===== config.mk =====
export PLATFORM = sky130hd
export DESIGN_NAME = key_debounce_multi_flat
export DESIGN_NICKNAME = d
export VERILOG_FILES = /design/src/rtl/key_debounce_multi_pkg.sv /design/src/rtl/key_debounce_multi_if.sv /design/src/rtl/key_debounce_multi_chan.sv /design/src/rtl/key_debounce_multi.sv /design/src/flat_wrapper.sv
export SDC_FILE = /design/constraint.sdc
export NUM_CORES = 1
export LEC_CHECK = 0
export CORE_MARGIN = 2
export CORE_UTILIZATION = 35
export DETAILED_ROUTE_END_ITERATION = 10
export HOLD_SLACK_MARGIN = 0.02
export SLEW_MARGIN = 0
export SYNTH_ARGS = -nofsm -noshare
export SYNTH_HDL_FRONTEND = slang
export SYNTH_SLANG_ARGS = --single-unit

===== constraint.sdc =====
create_clock -name clk -period 1.99 [get_ports clk]
set_input_delay 0.398 -clock clk [delete_from_list [all_inputs] [get_ports clk]]
set_output_delay 0.398 -clock clk [all_outputs]
set_load 0.05 [all_outputs]

===== src/rtl/key_debounce_multi_pkg.sv =====
// key_pkg: channel state encoding, default 50 MHz timing constants and the
// counter-width helper shared by key_debounce_multi and its channel module.
package key_pkg;

  typedef enum logic [1:0] {
    IDLE     = 2'd0,
    PRESS_DB = 2'd1,
    HELD     = 2'd2,
    REL_DB   = 2'd3
  } key_st_t;

  localparam int DEF_KEY_NUM       = 4;
  localparam int DEF_DB_CYCLES     = 1_000_000;
  localparam int DEF_LONG_CYCLES   = 50_000_000;
  localparam int DEF_REPEAT_CYCLES = 10_000_000;

  // One spare bit so a counter can also hold the value n itself.
  function automatic int cnt_w(input int n);
    return $clog2(n) + 1;
  endfunction

endpackage


===== src/rtl/key_debounce_multi_if.sv =====
// Key bus between the board pins / control logic and key_debounce_multi.
// The slave side is the debouncer; the master side drives the raw keys.
interface key_debounce_multi_if import key_pkg::*; #(
  parameter int KEY_NUM = DEF_KEY_NUM
);

  logic [KEY_NUM-1:0] key_in;
  logic [KEY_NUM-1:0] key_state;
  logic [KEY_NUM-1:0] key_press;
  logic [KEY_NUM-1:0] key_release;
  logic [KEY_NUM-1:0] key_long;
  logic               key_any;

  modport master (
    output key_in,
    input  key_state,
    input  key_press,
    input  key_release,
    input  key_long,
    input  key_any
  );

  modport slave (
    input  key_in,
    output key_state,
    output key_press,
    output key_release,
    output key_long,
    output key_any
  );

endinterface


===== src/rtl/key_debounce_multi_chan.sv =====
// key_debounce_chan: one key channel -- 2-flop synchroniser, debounce FSM,
// press/release/long-press pulses. Auto-repeat is built only with KEY_REPEAT_EN.
module key_debounce_chan import key_pkg::*; #(
  parameter int DB_CYCLES     = DEF_DB_CYCLES,
  parameter int LONG_CYCLES   = DEF_LONG_CYCLES,
  parameter int REPEAT_CYCLES = DEF_REPEAT_CYCLES
) (
  input  logic clk,
  input  logic rst_n,
  input  logic key_i,
  output logic state_o,
  output logic press_o,
  output logic release_o,
  output logic long_o
);

  localparam int DB_W   = cnt_w(DB_CYCLES);
  localparam int LONG_W = cnt_w(LONG_CYCLES);

  localparam logic [DB_W-1:0]   DB_LAST   = DB_W'(DB_CYCLES - 1);
  localparam logic [LONG_W-1:0] LONG_LAST = LONG_W'(LONG_CYCLES - 1);
  localparam logic [LONG_W-1:0] LONG_DONE = LONG_W'(LONG_CYCLES);

  localparam logic [1:0] ST_IDLE  = IDLE;
  localparam logic [1:0] ST_PRESS = PRESS_DB;
  localparam logic [1:0] ST_HELD  = HELD;
  localparam logic [1:0] ST_REL   = REL_DB;

  if (DB_CYCLES < 1 || LONG_CYCLES < 1 || REPEAT_CYCLES < 1) begin : g_bad_param
    $error("key_debounce_chan: all cycle parameters must be at least 1");
  end

  logic              sync1_q, sync2_q;
  logic [1:0]        st_q, st_d;
  logic [DB_W-1:0]   db_cnt_q, db_cnt_d;
  logic [LONG_W-1:0] long_cnt_q, long_cnt_d;
  logic              state_q, state_d;
  logic              press_q, press_d;
  logic              rel_q, rel_d;
  logic              long_q, long_d;
  logic              s;

`ifdef KEY_REPEAT_EN
  localparam int REP_W = cnt_w(REPEAT_CYCLES);
  localparam logic [REP_W-1:0] REP_LAST = REP_W'(REPEAT_CYCLES - 1);
  logic [REP_W-1:0] rep_cnt_q, rep_cnt_d;
`endif

  // Key is active-low on the pin; the synchroniser idles at 1 (released).
  always_ff @(posedge clk or negedge rst_n) begin
    if (!rst_n) begin
      sync1_q <= 1'b1;
      sync2_q <= 1'b1;
    end else begin
      sync1_q <= key_i;
      sync2_q <= sync1_q;
    end
  end

  assign s = sync2_q;

  always_comb begin
    st_d       = st_q;
    db_cnt_d   = db_cnt_q;
    long_cnt_d = long_cnt_q;
    state_d    = state_q;
    press_d    = 1'b0;
    rel_d      = 1'b0;
    long_d     = 1'b0;
`ifdef KEY_REPEAT_EN
    rep_cnt_d  = rep_cnt_q;
`endif
    case (st_q)
      ST_IDLE: begin
        if (!s) begin
          st_d     = ST_PRESS;
          db_cnt_d = '0;
        end
      end
      ST_PRESS: begin
        if (s) begin
          st_d = ST_IDLE;
        end else if (db_cnt_q == DB_LAST) begin
          st_d       = ST_HELD;
          state_d    = 1'b1;
          press_d    = 1'b1;
          long_cnt_d = '0;
        end else begin
          db_cnt_d = db_cnt_q + 1'b1;
        end
      end
      // LONG_DONE marks "long already fired"; the counter rests there.
      ST_HELD: begin
        if (long_cnt_q == LONG_LAST) begin
          long_d     = 1'b1;
          long_cnt_d = LONG_DONE;
`ifdef KEY_REPEAT_EN
          rep_cnt_d  = '0;
`endif
        end else if (long_cnt_q < LONG_LAST) begin
          long_cnt_d = long_cnt_q + 1'b1;
        end
`ifdef KEY_REPEAT_EN
        else if (rep_cnt_q == REP_LAST) begin
          long_d    = 1'b1;
          rep_cnt_d = '0;
        end else begin
          rep_cnt_d = rep_cnt_q + 1'b1;
        end
`endif
        if (s) begin
          st_d     = ST_REL;
          db_cnt_d = '0;
        end
      end
      // Hold time keeps accruing across a release bounce, but the long
      // pulse itself can only be issued from HELD, so stop one short.
      ST_REL: begin
        if (long_cnt_q < LONG_LAST) begin
          long_cnt_d = long_cnt_q + 1'b1;
        end
        if (!s) begin
          st_d = ST_HELD;
        end else if (db_cnt_q == DB_LAST) begin
          st_d       = ST_IDLE;
          state_d    = 1'b0;
          rel_d      = 1'b1;
          long_cnt_d = '0;
`ifdef KEY_REPEAT_EN
          rep_cnt_d  = '0;
`endif
        end else begin
          db_cnt_d = db_cnt_q + 1'b1;
        end
      end
      default: begin
        st_d = ST_IDLE;
      end
    endcase
  end

  always_ff @(posedge clk or negedge rst_n) begin
    if (!rst_n) begin
      st_q       <= ST_IDLE;
      db_cnt_q   <= '0;
      long_cnt_q <= '0;
      state_q    <= 1'b0;
      press_q    <= 1'b0;
      rel_q      <= 1'b0;
      long_q     <= 1'b0;
    end else begin
      st_q       <= st_d;
      db_cnt_q   <= db_cnt_d;
      long_cnt_q <= long_cnt_d;
      state_q    <= state_d;
      press_q    <= press_d;
      rel_q      <= rel_d;
      long_q     <= long_d;
    end
  end

`ifdef KEY_REPEAT_EN
  always_ff @(posedge clk or negedge rst_n) begin
    if (!rst_n) begin
      rep_cnt_q <= '0;
    end else begin
      rep_cnt_q <= rep_cnt_d;
    end
  end
`endif

  assign state_o   = state_q;
  assign press_o   = press_q;
  assign release_o = rel_q;
  assign long_o    = long_q;

endmodule


===== src/rtl/key_debounce_multi.sv =====
// key_debounce_multi: KEY_NUM independent debounced key channels plus key_any.
// Define KEY_REPEAT_EN to enable key_long auto-repeat while a key stays held.
module key_debounce_multi import key_pkg::*; #(
  parameter int KEY_NUM       = DEF_KEY_NUM,
  parameter int DB_CYCLES     = DEF_DB_CYCLES,
  parameter int LONG_CYCLES   = DEF_LONG_CYCLES,
  parameter int REPEAT_CYCLES = DEF_REPEAT_CYCLES
) (
  input logic                 clk,
  input logic                 rst_n,
  key_debounce_multi_if.slave bus
);

  if (KEY_NUM < 1 || KEY_NUM > 16) begin : g_bad_key_num
    $error("key_debounce_multi: KEY_NUM must be in 1..16");
  end

  logic [KEY_NUM-1:0] state_w;
  logic [KEY_NUM-1:0] press_w;
  logic [KEY_NUM-1:0] rel_w;
  logic [KEY_NUM-1:0] long_w;

  for (genvar i = 0; i < KEY_NUM; i++) begin : g_chan
    key_debounce_chan #(
      .DB_CYCLES     (DB_CYCLES),
      .LONG_CYCLES   (LONG_CYCLES),
      .REPEAT_CYCLES (REPEAT_CYCLES)
    ) u_chan (
      .clk       (clk),
      .rst_n     (rst_n),
      .key_i     (bus.key_in[i]),
      .state_o   (state_w[i]),
      .press_o   (press_w[i]),
      .release_o (rel_w[i]),
      .long_o    (long_w[i])
    );
  end

  // key_any is combinational so it lines up with the registered press pulses.
  assign bus.key_state   = state_w;
  assign bus.key_press   = press_w;
  assign bus.key_release = rel_w;
  assign bus.key_long    = long_w;
  assign bus.key_any     = |press_w;

endmodule


===== src/flat_wrapper.sv =====
// flat-port wrapper written by rule: the top's interface ports become plain ports
module key_debounce_multi_flat import key_pkg::*;
#(
  parameter int KEY_NUM       = DEF_KEY_NUM,
  parameter int DB_CYCLES     = DEF_DB_CYCLES,
  parameter int LONG_CYCLES   = DEF_LONG_CYCLES,
  parameter int REPEAT_CYCLES = DEF_REPEAT_CYCLES
)
  (clk, rst_n, bus_key_in, bus_key_state, bus_key_press, bus_key_release, bus_key_long, bus_key_any);
  key_debounce_multi_if #(.KEY_NUM(KEY_NUM)) bus_i ();
  input logic clk;
  input logic rst_n;
  input wire logic [$bits(bus_i.key_in)-1:0] bus_key_in;
  output wire logic [$bits(bus_i.key_state)-1:0] bus_key_state;
  output wire logic [$bits(bus_i.key_press)-1:0] bus_key_press;
  output wire logic [$bits(bus_i.key_release)-1:0] bus_key_release;
  output wire logic [$bits(bus_i.key_long)-1:0] bus_key_long;
  output wire logic [$bits(bus_i.key_any)-1:0] bus_key_any;
  assign bus_i.key_in = bus_key_in;
  assign bus_key_state = bus_i.key_state;
  assign bus_key_press = bus_i.key_press;
  assign bus_key_release = bus_i.key_release;
  assign bus_key_long = bus_i.key_long;
  assign bus_key_any = bus_i.key_any;
  key_debounce_multi #(.KEY_NUM(KEY_NUM), .DB_CYCLES(DB_CYCLES), .LONG_CYCLES(LONG_CYCLES), .REPEAT_CYCLES(REPEAT_CYCLES)) u_core (.clk(clk), .rst_n(rst_n), .bus(bus_i));
endmodule

Yosys cells after proc, flatten, opt, wreduce, memory -nomap -nowiden
Index checks and enable logic that the tools add are counted.
W data, S select, Z words.
{"block": "word_totals", "regBits": 224, "inputBits": 6, "elab_cells": 257}
{"block": "classes", "reduce_logical": 29, "eq_ne": 52, "addsub": 8, "n_mux": 128, "n_lt_le_gt_ge": 4}
{"operator": "$mux W27", "n": 24}
{"operator": "$mux W21", "n": 20}
{"operator": "$pmux W21 S4", "n": 4}
{"operator": "$pmux W27 S3", "n": 4}
{"operator": "$add A27 B1 Y27 const B", "n": 4}
{"operator": "$eq A27 B26 Y1 const B", "n": 4}
{"operator": "$lt A27 B26 Y1 const B", "n": 4}
{"operator": "$add A21 B1 Y21 const B", "n": 4}
{"operator": "$eq A21 B20 Y1 const B", "n": 4}
{"operator": "$mux W2", "n": 24}
{"operator": "$ne A2 B2 Y1 const B", "n": 24}
{"operator": "$mux W1", "n": 44}
{"operator": "$pmux W2 S4", "n": 4}
{"operator": "$reduce_and A4 Y1", "n": 8}
{"operator": "$ne A3 B3 Y1 const B", "n": 8}
{"operator": "$reduce_and A5 Y1", "n": 4}
{"operator": "$eq A2 B2 Y1 const B", "n": 8}
{"operator": "$reduce_and A3 Y1", "n": 4}
{"operator": "$reduce_bool A3 Y1", "n": 4}
{"operator": "$eq A2 B1 Y1 const B", "n": 4}
{"operator": "$logic_not A2 Y1", "n": 4}
{"operator": "$pmux W1 S2", "n": 4}
{"operator": "$reduce_bool A2 Y1", "n": 4}
{"operator": "$reduce_or A4 Y1", "n": 1}

Longest topological paths before layout
Gate-level depths: netlist of run 1.
{"block": "logic_depth", "depth_word": 5, "depth_mapped": 9}

By module
A second synthesis of run 1 with hierarchy kept.
{"block": "unflattened", "hier_cells": 1364, "hier_area_um2": 12634.6}
{"module": "key_debounce_chan (u_core.g_chan[0].u_chan ...)", "area_each_um2": 3071.7, "cells_per_inst": 336, "instances": 2}
{"module": "key_debounce_chan (u_core.g_chan[3].u_chan)", "area_each_um2": 3301.9, "cells_per_inst": 346, "instances": 1}
{"module": "key_debounce_chan (u_core.g_chan[1].u_chan)", "area_each_um2": 3181.8, "cells_per_inst": 345, "instances": 1}
{"module": "key_debounce_multi", "area_each_um2": 7.5, "cells_per_inst": 1, "instances": 1}

Least setup slack after synthesis of run 1
Ideal clock, no wire load.
{"block": "synth_timing", "kind": "register to register", "from": "register u_core.g_chan[2].u_chan.db_cnt_q[0]", "to": "register u_core.g_chan[2].u_chan.long_cnt_q[16]", "path_stages_with_launch": 9, "setup_time_ns": 0.078, "required_ns": 1.912, "path_slack_ns": -0.118, "arrival_time_ns": 2.031, "path_cell_list": "dfrtp_1 -> ha_1 -> nand2_1 -> nor4_4 -> a31o_2 -> nand3_2 -> buf_6 -> or3_1 -> a21oi_1"}
{"block": "synth_between", "elab_chain_cells": 4}
{"item": "start: declaration", "line": "key_debounce_multi_chan.sv:35", "text": "logic [DB_W-1:0] db_cnt_q, db_cnt_d;"}
{"item": "start signal: assignment", "line": "key_debounce_multi_chan.sv:153", "text": "db_cnt_q <= db_cnt_d;"}
{"item": "$eq A21 B20 Y1 (*)", "line": "key_debounce_multi_chan.sv:83, key_debounce_multi_chan.sv:124"}
{"item": "$mux W27", "line": "key_debounce_multi_chan.sv:124", "text": "end else if (db_cnt_q == DB_LAST) begin"}
{"item": "$mux W27", "line": "key_debounce_multi_chan.sv:122", "text": "if (!s) begin"}
{"item": "$pmux W27 S3", "line": "key_debounce_multi_chan.sv:73", "text": "case (st_q)"}
{"item": "end signal: assignment", "line": "key_debounce_multi_chan.sv:154", "text": "long_cnt_q <= long_cnt_d;"}
{"item": "end: declaration", "line": "key_debounce_multi_chan.sv:36", "text": "logic [LONG_W-1:0] long_cnt_q, long_cnt_d;"}
Every way passes the cells marked *; elsewhere a longest branch is shown, timed or not.
A chain may end at the register's enable or synchronous reset.

Worst setup path in the final report of run 1
{"block": "layout_timing", "from": "register u_core.g_chan[3].u_chan.db_cnt_q[5]", "to": "register u_core.g_chan[3].u_chan.long_cnt_q[18]"}
{"block": "layout_between", "elab_chain_cells": 4}
{"item": "start: declaration", "line": "key_debounce_multi_chan.sv:35"}
{"item": "start signal: assignment", "line": "key_debounce_multi_chan.sv:153"}
{"item": "$eq A21 B20 Y1 (*)", "line": "key_debounce_multi_chan.sv:83, key_debounce_multi_chan.sv:124"}
{"item": "$mux W27", "line": "key_debounce_multi_chan.sv:124"}
{"item": "$mux W27", "line": "key_debounce_multi_chan.sv:122"}
{"item": "$pmux W27 S3", "line": "key_debounce_multi_chan.sv:73"}
{"item": "end signal: assignment", "line": "key_debounce_multi_chan.sv:154"}
{"item": "end: declaration", "line": "key_debounce_multi_chan.sv:36"}
Marks and branches as above.

==> results.sh, run 1 <==
export IMPL_htreeDepth=1
export IMPL_critPathLaunchType="flip-flop"
export IMPL_violations="negative setup slack"
export IMPL_mostFrequentLayoutCells="buf_4, dfrtp_1, nor2_1"
export IMPL_clk_latency_ns=0.55
export IMPL_syn_nets=1300
export IMPL_remaining_drc_errors=0
export IMPL_ios=23
export IMPL_synthFlopType="dfrtp_1"
export IMPL_root_buffer="clkbuf_16"
export IMPL_ys_seq_area_share_pct=46.36
export IMPL_drt_pass1_iterations=5
export IMPL_crit_fanout=6
export IMPL_final_common_cell="buf_4"
export IMPL_synth_cell_types=82
export IMPL_grt_util_all_layers_pct=17.36
export IMPL_crit_start="u_core.g_chan[3].u_chan.db_cnt_q[5]$_DFFE_PN0P_"
export IMPL_p_sw_w=0.002400
export IMPL_syn_to_final_growth_pct=44.87
export IMPL_cp_arrival_ns=2.60
export IMPL_tritoncts="yes"
export IMPL_fin_ws_ns=-0.1226
export IMPL_syn_cell_area_um2=12110
export IMPL_dp_slack_ns=-0.2215
export IMPL_die_area_um2=36110
export IMPL_powerDensity_nw_per_um2=585.5
export IMPL_synth_edf_count=0
export IMPL_grt_pass1_vias=10939
export IMPL_ant_nets=0
export IMPL_die_x_um=190.0
export IMPL_cts_path_max_buffers=3
export IMPL_worstPathCellList="and4_2 > nand2_1 > buf_4 > o31ai_4 > o21ai_4 > or4_4 > a21oi_2"
export IMPL_r2r_slack_ns=-0.12
export IMPL_ys_seq_elements=224
export IMPL_p_leak_nw=7.716
export IMPL_worst_pin_slew_ns=0.7434
export IMPL_synth_area_leaders="dfrtp_1, xor2_1, nor2_1"
export IMPL_critPathMaxStageDelay_ns=0.55
export IMPL_period_share_pct=106.2
export IMPL_numCtsBuffers=26
export IMPL_synth_top_family_by_area="simple AND/OR/NAND/NOR gates"
export IMPL_rr_worst_depth=7
export IMPL_ir_drop_v=0.0005567
export IMPL_drt_iter0_drc=710
export IMPL_synth_compound_area_share_pct=13.65
export IMPL_diodes=0
export IMPL_final_util_pct=51.18
export IMPL_min_to="u_core.g_chan[3].u_chan.sync1_q$_DFF_PN1_"
export IMPL_clockPowerShare_pct=51.1
export IMPL_max_slew_margin_pct=50.39
export IMPL_synth_adder_area_share_pct=0.8264
export IMPL_skew_ns=0.01931
export IMPL_yosysWarningCount=0
export IMPL_drive_above_1_share_pct=37.38
export IMPL_overflow=0
export IMPL_yosysTopAreaCellShare_pct=44.62
export IMPL_setup_viol=37
export IMPL_report_final_slew_viol_count=0
export IMPL_synth_top_area_cell="dfrtp_1"
export IMPL_crit_family="simple AND/OR/NAND/NOR gates"
export IMPL_via_per_inst=5.353
export IMPL_wl_um=32650
export IMPL_grt_pass1_wl_um=53100
export IMPL_synth_xor_area_share_pct=7.592
export IMPL_worstReg2RegStart="u_core.g_chan[3].u_chan.db_cnt_q[5]$_DFFE_PN0P_"
export IMPL_fmax_ghz=0.4733
export IMPL_async_flop_share_pct=100.0
export IMPL_post_route_min_period_ns=2.113
export IMPL_rows=68
export IMPL_hpwl_um=20980
export IMPL_internal_power_w=0.007874
export IMPL_slowest_stage="or4_4"
export IMPL_fp_coreArea_um2=34290
export IMPL_clock_sinks=224
export IMPL_switching_share_pct=23.36
export IMPL_place_inst=1980
export IMPL_p_seq_share_pct=45.2
export IMPL_cp_required_ns=2.47
export IMPL_holdWs_ns=0.2485
export IMPL_clk_pin_slew_worst_paths_ns=0.07
export IMPL_hold_viol_final=0
export IMPL_fp_dieH_um=190.0
export IMPL_hold_path_class="input port to flip-flop"
export IMPL_endpoint_kind="flip-flop"
export IMPL_r2r_end="u_core.g_chan[3].u_chan.long_cnt_q[18]$_DFFE_PN0P_"
export IMPL_path_class="flip-flop to flip-flop"
export IMPL_synthMuxAreaShare_pct=0.6921
export IMPL_rsz0062_at_grt="true"
export IMPL_routedWlPerCell_um=15.70
export IMPL_avgSynthCellArea_um2=9.419
export IMPL_finalPower_w=0.01027
export IMPL_drv_cap=0
export IMPL_gp_congestion=0.8842
export IMPL_initial_core_util_pct=35.33
export IMPL_synthCells=1286
export IMPL_num_vias=11129
export IMPL_hold_start="bus_key_in[3]"
export IMPL_final_instance_count_excl_fill=2079
export IMPL_critPathBufInv=1
export IMPL_final_nets=1618
export IMPL_grt_max_degree=70
export IMPL_portBuffers=22
export IMPL_status="finished, violations left"
export IMPL_antenna_found_initial=0
export IMPL_hold_depth=1
export IMPL_synth_simple_gate_area_share_pct=27.36
export IMPL_combPwrFrac_pct=3.7
==> metrics by stage <==
stage | setup TNS [ns] | instance area (um^2)
global route | -9.139 | 17550
global placement | -1.278 | 14790
CTS | -1.579 | 16160
floorplan | -0.2219 | 12190
detailed placement | -4.383 | 14790
finish | -2.363 | 17550
==> sequential cells by signal (all words and copies together) (netlist names), named ones only <==
signal and count:
u_core.g_chan.u_chan.state_o 4, u_core.g_chan.u_chan.sync1_q 4, u_core.g_chan.u_chan.press_o 4, u_core.g_chan.u_chan.s 4, u_core.g_chan.u_chan.db_cnt_q 84, u_core.g_chan.u_chan.release_o 4, u_core.g_chan.u_chan.st_q 4, u_core.g_chan.u_chan.long_o 4
u_core.g_chan.u_chan.long_cnt_q 108
==> Yosys cell counts (10+ instances only) <==
cell,n
and3_1,57
nand4_1,58
or4_1,17
a21o_1,11
xor2_1,81
nor2_1,144
nand3_1,71
buf_4,19
inv_1,26
or3_1,20
and4_1,32
and2_1,15
nor4_1,20
dfrtp_1,216
o21ai_0,60
nand2_1,99
o31ai_1,15
xnor2_1,24
a21oi_1,58
buf_2,11
nor3_1,22
a41oi_1,10
a31oi_1,29
clkbuf_1,29
==> power by group through the flow <==
stage	logic [W]	registers (W)	clock network [W]
after floorplan	0.000118	0.00473	0
after global placement	0.000347	0.00472	0
after detailed placement	0.000355	0.00472	0
after CTS	0.000361	0.00464	0.00537
after global routing	0.000434	0.00465	0.00557
final	0.000381	0.00464	0.00525
==> metal layers <==
| layer | vias to the layer above | track usage, % | share of wire [%] |
|---|---|---|---|
| li1 | 5395 | - | - |
| met1 | 5483 | 23.68 | 45 |
| met2 | 202 | 29.44 | 49 |
| met3 | 49 | 2.398 | 3.8 |
| met4 | 0 | 3.608 | 1.5 |
| met5 | - | 0 | 0 |
==> cell families after synthesis <==
family                     count (synthesis)
and+or+nand+nor                          604
muxes                                      8
AOI/OAI and AO/OA                        250
adders and majority gates                  8
buffers and inverters                     87
xor gates and xnor gates                 105
DFF                                      224
==> how the worst max path moves through the flow <==
stage / to / slack [ns] / cells after the start
finish: u_core.g_chan[3].u_chan.long_cnt_q[18]$_DFFE_PN0P_ / -0.12 / 7
global route: u_core.g_chan[3].u_chan.long_cnt_q[5]$_DFFE_PN0P_ / -0.24 / 7
CTS: u_core.g_chan[3].u_chan.long_cnt_q[5]$_DFFE_PN0P_ / -0.15 / 7
detailed placement: u_core.g_chan[1].u_chan.long_cnt_q[15]$_DFFE_PN0P_ / -0.22 / 5
global placement: u_core.g_chan[3].u_chan.long_cnt_q[5]$_DFFE_PN0P_ / -0.14 / 7
floorplan: u_core.g_chan[2].u_chan.long_cnt_q[16]$_DFFE_PN0P_ / -0.06 / 8
==> worst register-to-register path: stages (launching register included) <==
cell     delay (ns)
dfrtp_1        0.36
and4_2         0.28
nand2_1        0.12
buf_4          0.17
o31ai_4        0.28
o21ai_4        0.14
or4_4          0.55
a21oi_2        0.15
==> repair_timing <==
item,CTS,global route
endpoints found under the hold margin,30,0
cloned,3,6
hold buffers,1,0
endpoints found under the setup margin,80,158
setup buffers,7,35
gates resized for setup,81,248
pin swaps,39,94
==> cell type report <==
class	instances	area [um^2]
clock buffer	27	664.4
fill	3018	16740
multi-input combinational	978	7387
tap	455	569.3
clock inverter	21	279.0
timing repair buffer	348	2933
sequential	224	5618
inverter	26	97.59
Note: power is estimated with default switching activity, not from simulation.
==> run 2, diff against run 1 <==
--- a/config.mk
+++ b/config.mk
@@ -13,3 +13,4 @@
 export SYNTH_ARGS = -nofsm -noshare
 export SYNTH_HDL_FRONTEND = slang
 export SYNTH_SLANG_ARGS = --single-unit
+export TNS_END_PERCENT = 10
==> results.sh, run 2 (same netlist as run 1, synthesis figures left out) <==
export IMPL_status="finished, violations left"
export IMPL_violations="negative setup slack"
export IMPL_grt_util_all_layers_pct=17.11
export IMPL_grt_max_degree=57
export IMPL_r2r_slack_ns=-0.14
export IMPL_tritoncts="yes"
export IMPL_fin_ws_ns=-0.1445
export IMPL_fp_coreArea_um2=34290
export IMPL_diodes=0
export IMPL_ir_drop_v=0.0008586
export IMPL_hold_viol_final=0
export IMPL_ant_nets=0
export IMPL_die_area_um2=36110
export IMPL_regMostFlops="u_core.g_chan.u_chan.long_cnt_q"
export IMPL_largest_reg_flops=108
export IMPL_worstReg2RegStart="u_core.g_chan[3].u_chan.db_cnt_q[6]$_DFFE_PN0P_"
export IMPL_fillers=3213
export IMPL_path_class="flip-flop to flip-flop"
export IMPL_hold_path_class="input port to flip-flop"
export IMPL_final_nets=1603
export IMPL_holdWs_ns=0.2656
export IMPL_numCtsBuffers=27
export IMPL_max_slew_margin_pct=52.19
export IMPL_place_inst=1992
export IMPL_report_final_slew_viol_count=0
export IMPL_fp_dieH_um=190.0
export IMPL_drive_above_1_share_pct=30.68
export IMPL_gp_congestion=0.8929
export IMPL_final_instance_count_excl_fill=2065
export IMPL_initial_core_util_pct=35.33
export IMPL_syn_to_final_growth_pct=37.27
export IMPL_overflow=0
export IMPL_hpwl_um=21200
export IMPL_grt_pass1_wl_um=52180
export IMPL_drt_iter0_drc=539
export IMPL_via_per_inst=5.308
export IMPL_antenna_found_initial=0
export IMPL_endpoint_kind="flip-flop"
export IMPL_clk_latency_ns=0.54
export IMPL_clock_sinks=224
export IMPL_worst_pin_slew_ns=0.7164
export IMPL_root_buffer="clkbuf_16"
export IMPL_cp_required_ns=2.46
export IMPL_drt_pass1_iterations=5
export IMPL_clk_pin_slew_worst_paths_ns=0.06
export IMPL_powerDensity_nw_per_um2=617.3
export IMPL_grt_pass1_vias=10794
export IMPL_portBuffers=22
export IMPL_post_route_min_period_ns=2.135
export IMPL_mostFrequentLayoutCells="buf_4, dfrtp_1, nor2_1"
export IMPL_routedWlPerCell_um=15.02
export IMPL_p_leak_nw=7.593
export IMPL_setup_viol=36
export IMPL_htreeDepth=1
export IMPL_skew_ns=0.01829
export IMPL_final_common_cell="buf_4"
export IMPL_cp_arrival_ns=2.60
export IMPL_drv_cap=0
export IMPL_ios=23
export IMPL_reg_top3="u_core.g_chan.u_chan.long_cnt_q: 108 flops, u_core.g_chan.u_chan.db_cnt_q: 84 flops"
export IMPL_rsz0062_at_grt="true"
export IMPL_crit_start="u_core.g_chan[3].u_chan.db_cnt_q[6]$_DFFE_PN0P_"
export IMPL_fmax_ghz=0.4685
export IMPL_period_share_pct=107.3
export IMPL_tns_ns=-1.809
export IMPL_rows=68
export IMPL_critPathLaunchType="flip-flop"
export IMPL_remaining_drc_errors=0
export IMPL_wl_um=31020
export IMPL_num_vias=10960
export IMPL_cts_path_max_buffers=3
export IMPL_die_x_um=190.0
export IMPL_crit_fanout=10
export IMPL_hold_start="bus_key_in[1]"
run 2: worst paths after layout:
check                                                                     end  cells past startpoint
max                        u_core.g_chan[3].u_chan.long_cnt_q[18]$_DFFE_PN0P_                      6
min                                 u_core.g_chan[1].u_chan.sync1_q$_DFF_PN1_                      1
max reg2reg                u_core.g_chan[3].u_chan.long_cnt_q[18]$_DFFE_PN0P_                      6
min reg2reg                               u_core.g_chan[0].u_chan.s$_DFF_PN1_                      0
max in group asynchronous                 u_core.g_chan[2].u_chan.s$_DFF_PN1_                      3
min in group asynchronous     u_core.g_chan[0].u_chan.db_cnt_q[2]$_DFFE_PN0P_                      2
run 2: layout make-up:
cell class	count	area, um^2	share of cell area (%)
Timing Repair Buffer	333	2673	16.07
Clock inverter	13	176.4	1.061
Clock buffer	37	793.3	4.771
Inverter	26	97.59	0.5870
Sequential cell	224	5617	33.78
Tap cell	455	569.3	3.424
Multi-Input combinational cell	977	6701	40.30
run 2: metal layers:
layer | share of wire (%) | vias to the layer above | track usage [%]
li1 | - | 5355 | -
met1 | 47 | 5394 | 22.99
met2 | 48 | 160 | 28.69
met3 | 3.3 | 51 | 2.453
met4 | 2.1 | 0 | 4.979
met5 | 0 | - | 0
run 2: report_power, final:
group          internal (W)  switching [W]
clock               0.00330        0.00194
combinational      0.000153       0.000230
sequential          0.00461      0.0000386
total               0.00806        0.00221
run 2: critical path, stage by stage, from the launching register on:
cell	delay, ns
dfrtp_1	0.41
nor4_4	0.38
nand4b_4	0.15
o31ai_4	0.30
o21ai_4	0.15
or4_1	0.52
a21oi_1	0.16
run 2: per-stage QoR:
| step | utilization (%) | power [W] | area, um^2 | setup slack, ns |
|---|---|---|---|---|
| after floorplan | - | 0.004842 | 12140 | -0.06196 |
| after global placement | 43.34 | 0.005086 | 14860 | -0.1589 |
| after detailed placement | 43.34 | 0.005092 | 14860 | -0.2195 |
| after CTS | 47.23 | 0.01042 | 16190 | -0.1540 |
| after global routing | 48.49 | 0.01069 | 16630 | -0.2091 |
| final | 48.49 | 0.01026 | 16630 | -0.1445 |
run 2: what timing repair did:
action	in CTS	in global routing
gates cloned	3	2
hold buffers	1	0
endpoints found under the setup margin	117	155
hold endpoints to repair	51	0
pin swaps	22	35
buffers inserted	7	10
gates resized for setup	73	91
==> run 3, diff against run 2 <==
--- a/config.mk
+++ b/config.mk
@@ -8,8 +8,8 @@
 export CORE_MARGIN = 2
 export CORE_UTILIZATION = 35
 export DETAILED_ROUTE_END_ITERATION = 10
+export GPL_ROUTABILITY_DRIVEN = 0
 export HOLD_SLACK_MARGIN = 0.02
-export SLEW_MARGIN = 0
 export SYNTH_ARGS = -nofsm -noshare
 export SYNTH_HDL_FRONTEND = slang
 export SYNTH_SLANG_ARGS = --single-unit
==> constraint.sdc (replaced) <==
create_clock -name clk -period 1.9 [get_ports clk]
set_input_delay 0.38 -clock clk [delete_from_list [all_inputs] [get_ports clk]]
set_output_delay 0.38 -clock clk [all_outputs]
set_load 0.05 [all_outputs]
==> results.sh, run 3 (same netlist as run 1, synthesis figures left out) <==
export IMPL_fillers=3116
export IMPL_antenna_found_initial=1
export IMPL_setup_worst_path_end="u_core.g_chan[1].u_chan.long_cnt_q[22]$_DFFE_PN0P_"
export IMPL_slowest_stage="or4_4"
export IMPL_worstReg2RegStart="u_core.g_chan[1].u_chan.long_cnt_q[7]$_DFFE_PN0P_"
export IMPL_skew_ns=0.01544
export IMPL_clock_sinks=224
export IMPL_critPathLaunchType="flip-flop"
export IMPL_diodes=0
export IMPL_drt_pass1_iterations=4
export IMPL_endpoint_kind="flip-flop"
export IMPL_ir_drop_v=0.0006066
export IMPL_post_route_min_period_ns=2.117
export IMPL_reg_top3="u_core.g_chan.u_chan.long_cnt_q: 108 flops, u_core.g_chan.u_chan.db_cnt_q: 84 flops"
export IMPL_grt_util_all_layers_pct=17.32
export IMPL_crit_fanout=5
export IMPL_drv_cap=0
export IMPL_regMostFlops="u_core.g_chan.u_chan.long_cnt_q"
export IMPL_crit_start="u_core.g_chan[1].u_chan.long_cnt_q[7]$_DFFE_PN0P_"
export IMPL_mostFrequentLayoutCells="buf_4, dfrtp_1, nor2_1"
export IMPL_period_share_pct=111.4
export IMPL_grt_pass1_vias=11098
export IMPL_overflow=0
export IMPL_final_common_cell="buf_4"
export IMPL_grt_pass1_wl_um=52830
export IMPL_cp_arrival_ns=2.58
export IMPL_ff_latch_area_um2=5615
export IMPL_ant_nets=0
export IMPL_remaining_drc_errors=0
export IMPL_dp_slack_ns=-0.3355
export IMPL_hpwl_um=22100
export IMPL_rr_worst_depth=7
export IMPL_switching_share_pct=21.37
export IMPL_die_area_um2=36110
export IMPL_numCtsBuffers=27
export IMPL_grt_max_degree=61
export IMPL_wl_um=32050
export IMPL_internal_power_w=0.008277
export IMPL_report_final_slew_viol_count=0
export IMPL_cp_num_cells=7
export IMPL_r2r_end="u_core.g_chan[1].u_chan.long_cnt_q[22]$_DFFE_PN0P_"
export IMPL_num_vias=11204
export IMPL_die_x_um=190.0
export IMPL_root_buffer="clkbuf_16"
export IMPL_fp_dieH_um=190.0
export IMPL_clockPowerShare_pct=50.0
export IMPL_largest_reg_flops=108
export IMPL_fp_coreArea_um2=34290
export IMPL_fmax_ghz=0.4725
export IMPL_clk_pin_slew_worst_paths_ns=0.06
export IMPL_drive_above_1_share_pct=33.49
export IMPL_initial_core_util_pct=35.33
export IMPL_fin_ws_ns=-0.2166
export IMPL_r2r_slack_ns=-0.22
export IMPL_p_leak_nw=7.874
export IMPL_tns_ns=-6.537
export IMPL_hold_path_class="input port to flip-flop"
export IMPL_powerDensity_nw_per_um2=615.0
export IMPL_p_seq_share_pct=46.2
export IMPL_critPathMaxStageDelay_ns=0.58
export IMPL_critPathBufInv=2
export IMPL_clk_latency_ns=0.54
export IMPL_worstPathCellList="or4_4 > buf_6 > o21ai_4 > buf_6 > nand3_1 > o41a_1 > nand2_1"
export IMPL_ios=23
export IMPL_combPwrFrac_pct=3.8
export IMPL_max_slew_margin_pct=51.91
export IMPL_violations="negative setup slack"
export IMPL_htreeDepth=1
export IMPL_drt_iter0_drc=628
export IMPL_final_nets=1645
export IMPL_via_per_inst=5.320
export IMPL_rows=68
export IMPL_crit_family="simple AND/OR/NAND/NOR gates"
export IMPL_cp_required_ns=2.37
export IMPL_rsz0062_at_grt="true"
export IMPL_path_class="flip-flop to flip-flop"
export IMPL_multiInputGateArea_um2=6828
export IMPL_tritoncts="yes"
export IMPL_setup_viol=74
export IMPL_status="finished, violations left"
export IMPL_syn_to_final_growth_pct=41.31
export IMPL_cp_common_cell="buf_6"
export IMPL_p_sw_w=0.002250
export IMPL_portBuffers=22
export IMPL_worst_pin_slew_ns=0.7205
export IMPL_cts_path_max_buffers=3
export IMPL_routedWlPerCell_um=15.22
export IMPL_hold_viol_final=0
-- run 3: cell types whose count changed in the layout (fill, tap and decap cells not counted), sizes merged --
cell	previous run	this run
buf	317	361
dlygate4sd2	11	2
clkbuf	37	45
dlymetal6s2s	0	7
clkinv	5	2
clkinvlp	3	0
bufinv	4	2
inv	27	26
-- run 3: how the worst min path moves through the flow --
stage                                                         start                                        end  slack (ns)  depth (start not counted)
final                                                 bus_key_in[3]  u_core.g_chan[3].u_chan.sync1_q$_DFF_PN1_        0.26                          1
after global routing                                  bus_key_in[3]  u_core.g_chan[3].u_chan.sync1_q$_DFF_PN1_        0.24                          1
after CTS                                             bus_key_in[3]  u_core.g_chan[3].u_chan.sync1_q$_DFF_PN1_        0.23                          1
after detailed placement  u_core.g_chan[0].u_chan.sync1_q$_DFF_PN1_        u_core.g_chan[0].u_chan.s$_DFF_PN1_        0.35                          0
after global placement    u_core.g_chan[3].u_chan.sync1_q$_DFF_PN1_        u_core.g_chan[3].u_chan.s$_DFF_PN1_        0.35                          0
after floorplan                                               rst_n                                  async pin        0.08                          0
-- run 3: worst reg2reg max path, delay by kind of cell, from the launching register on --
kind	cells	cell delay, ns
AOI/OAI and AO/OA	2	0.57
buffers and inverters	2	0.30
DFF	1	0.40
and+or+nand+nor	3	0.79
-- run 3: stage by stage --
| stage | cell area, um^2 | utilization (%) | power, W | instances | hold WS, ns |
|---|---|---|---|---|---|
| after floorplan | 12180 | - | 0.005075 | 1286 | 0.08441 |
| after global placement | 15210 | 44.35 | 0.005331 | 2034 | 0.3473 |
| final | 17120 | 49.92 | 0.01053 | 2106 | 0.2587 |
| after global routing | 17120 | 49.92 | 0.01093 | 2106 | 0.2365 |
| after CTS | 16450 | 47.96 | 0.01070 | 2095 | 0.2340 |
| after detailed placement | 15210 | 44.35 | 0.005340 | 2034 | 0.3491 |
-- run 3: cell type report --
class,instances,share of cell area (%)
well taps,455,3.326
clock buffers,45,4.985
repair buffers,375,18.01
multi-input cells,977,39.89
flip-flops and latches,224,32.81
inverters,26,0.5702
clock inverters,4,0.4094
-- run 3: timing repair --
item	in CTS	in global routing
gates resized for setup	41	153
buffers inserted	9	9
endpoints found under the setup margin	145	181
endpoints found under the hold margin	49	0
pin swaps	24	56
hold buffers	1	0
cloned	2	2
-- run 3: layer usage --
layer | GRT usage [%] | part of all wire [%] | wire length (um) | up-vias
met5 | 0 | 0 | 0 | -
met4 | 5.247 | 2.4 | 759 | 0
met3 | 2.251 | 3.7 | 1181 | 59
met2 | 30.12 | 49 | 15630 | 188
met1 | 22.45 | 45 | 14490 | 5511
li1 | - | - | - | 5446
-- run 3: power groups by stage --
stage	clock [W]	combinational [W]	sequential, W
after floorplan	0	0.000125	0.00495
after global placement	0	0.000390	0.00494
after detailed placement	0	0.000398	0.00494
after CTS	0.00544	0.000404	0.00486
after global routing	0.00561	0.000458	0.00486
final	0.00527	0.000401	0.00486
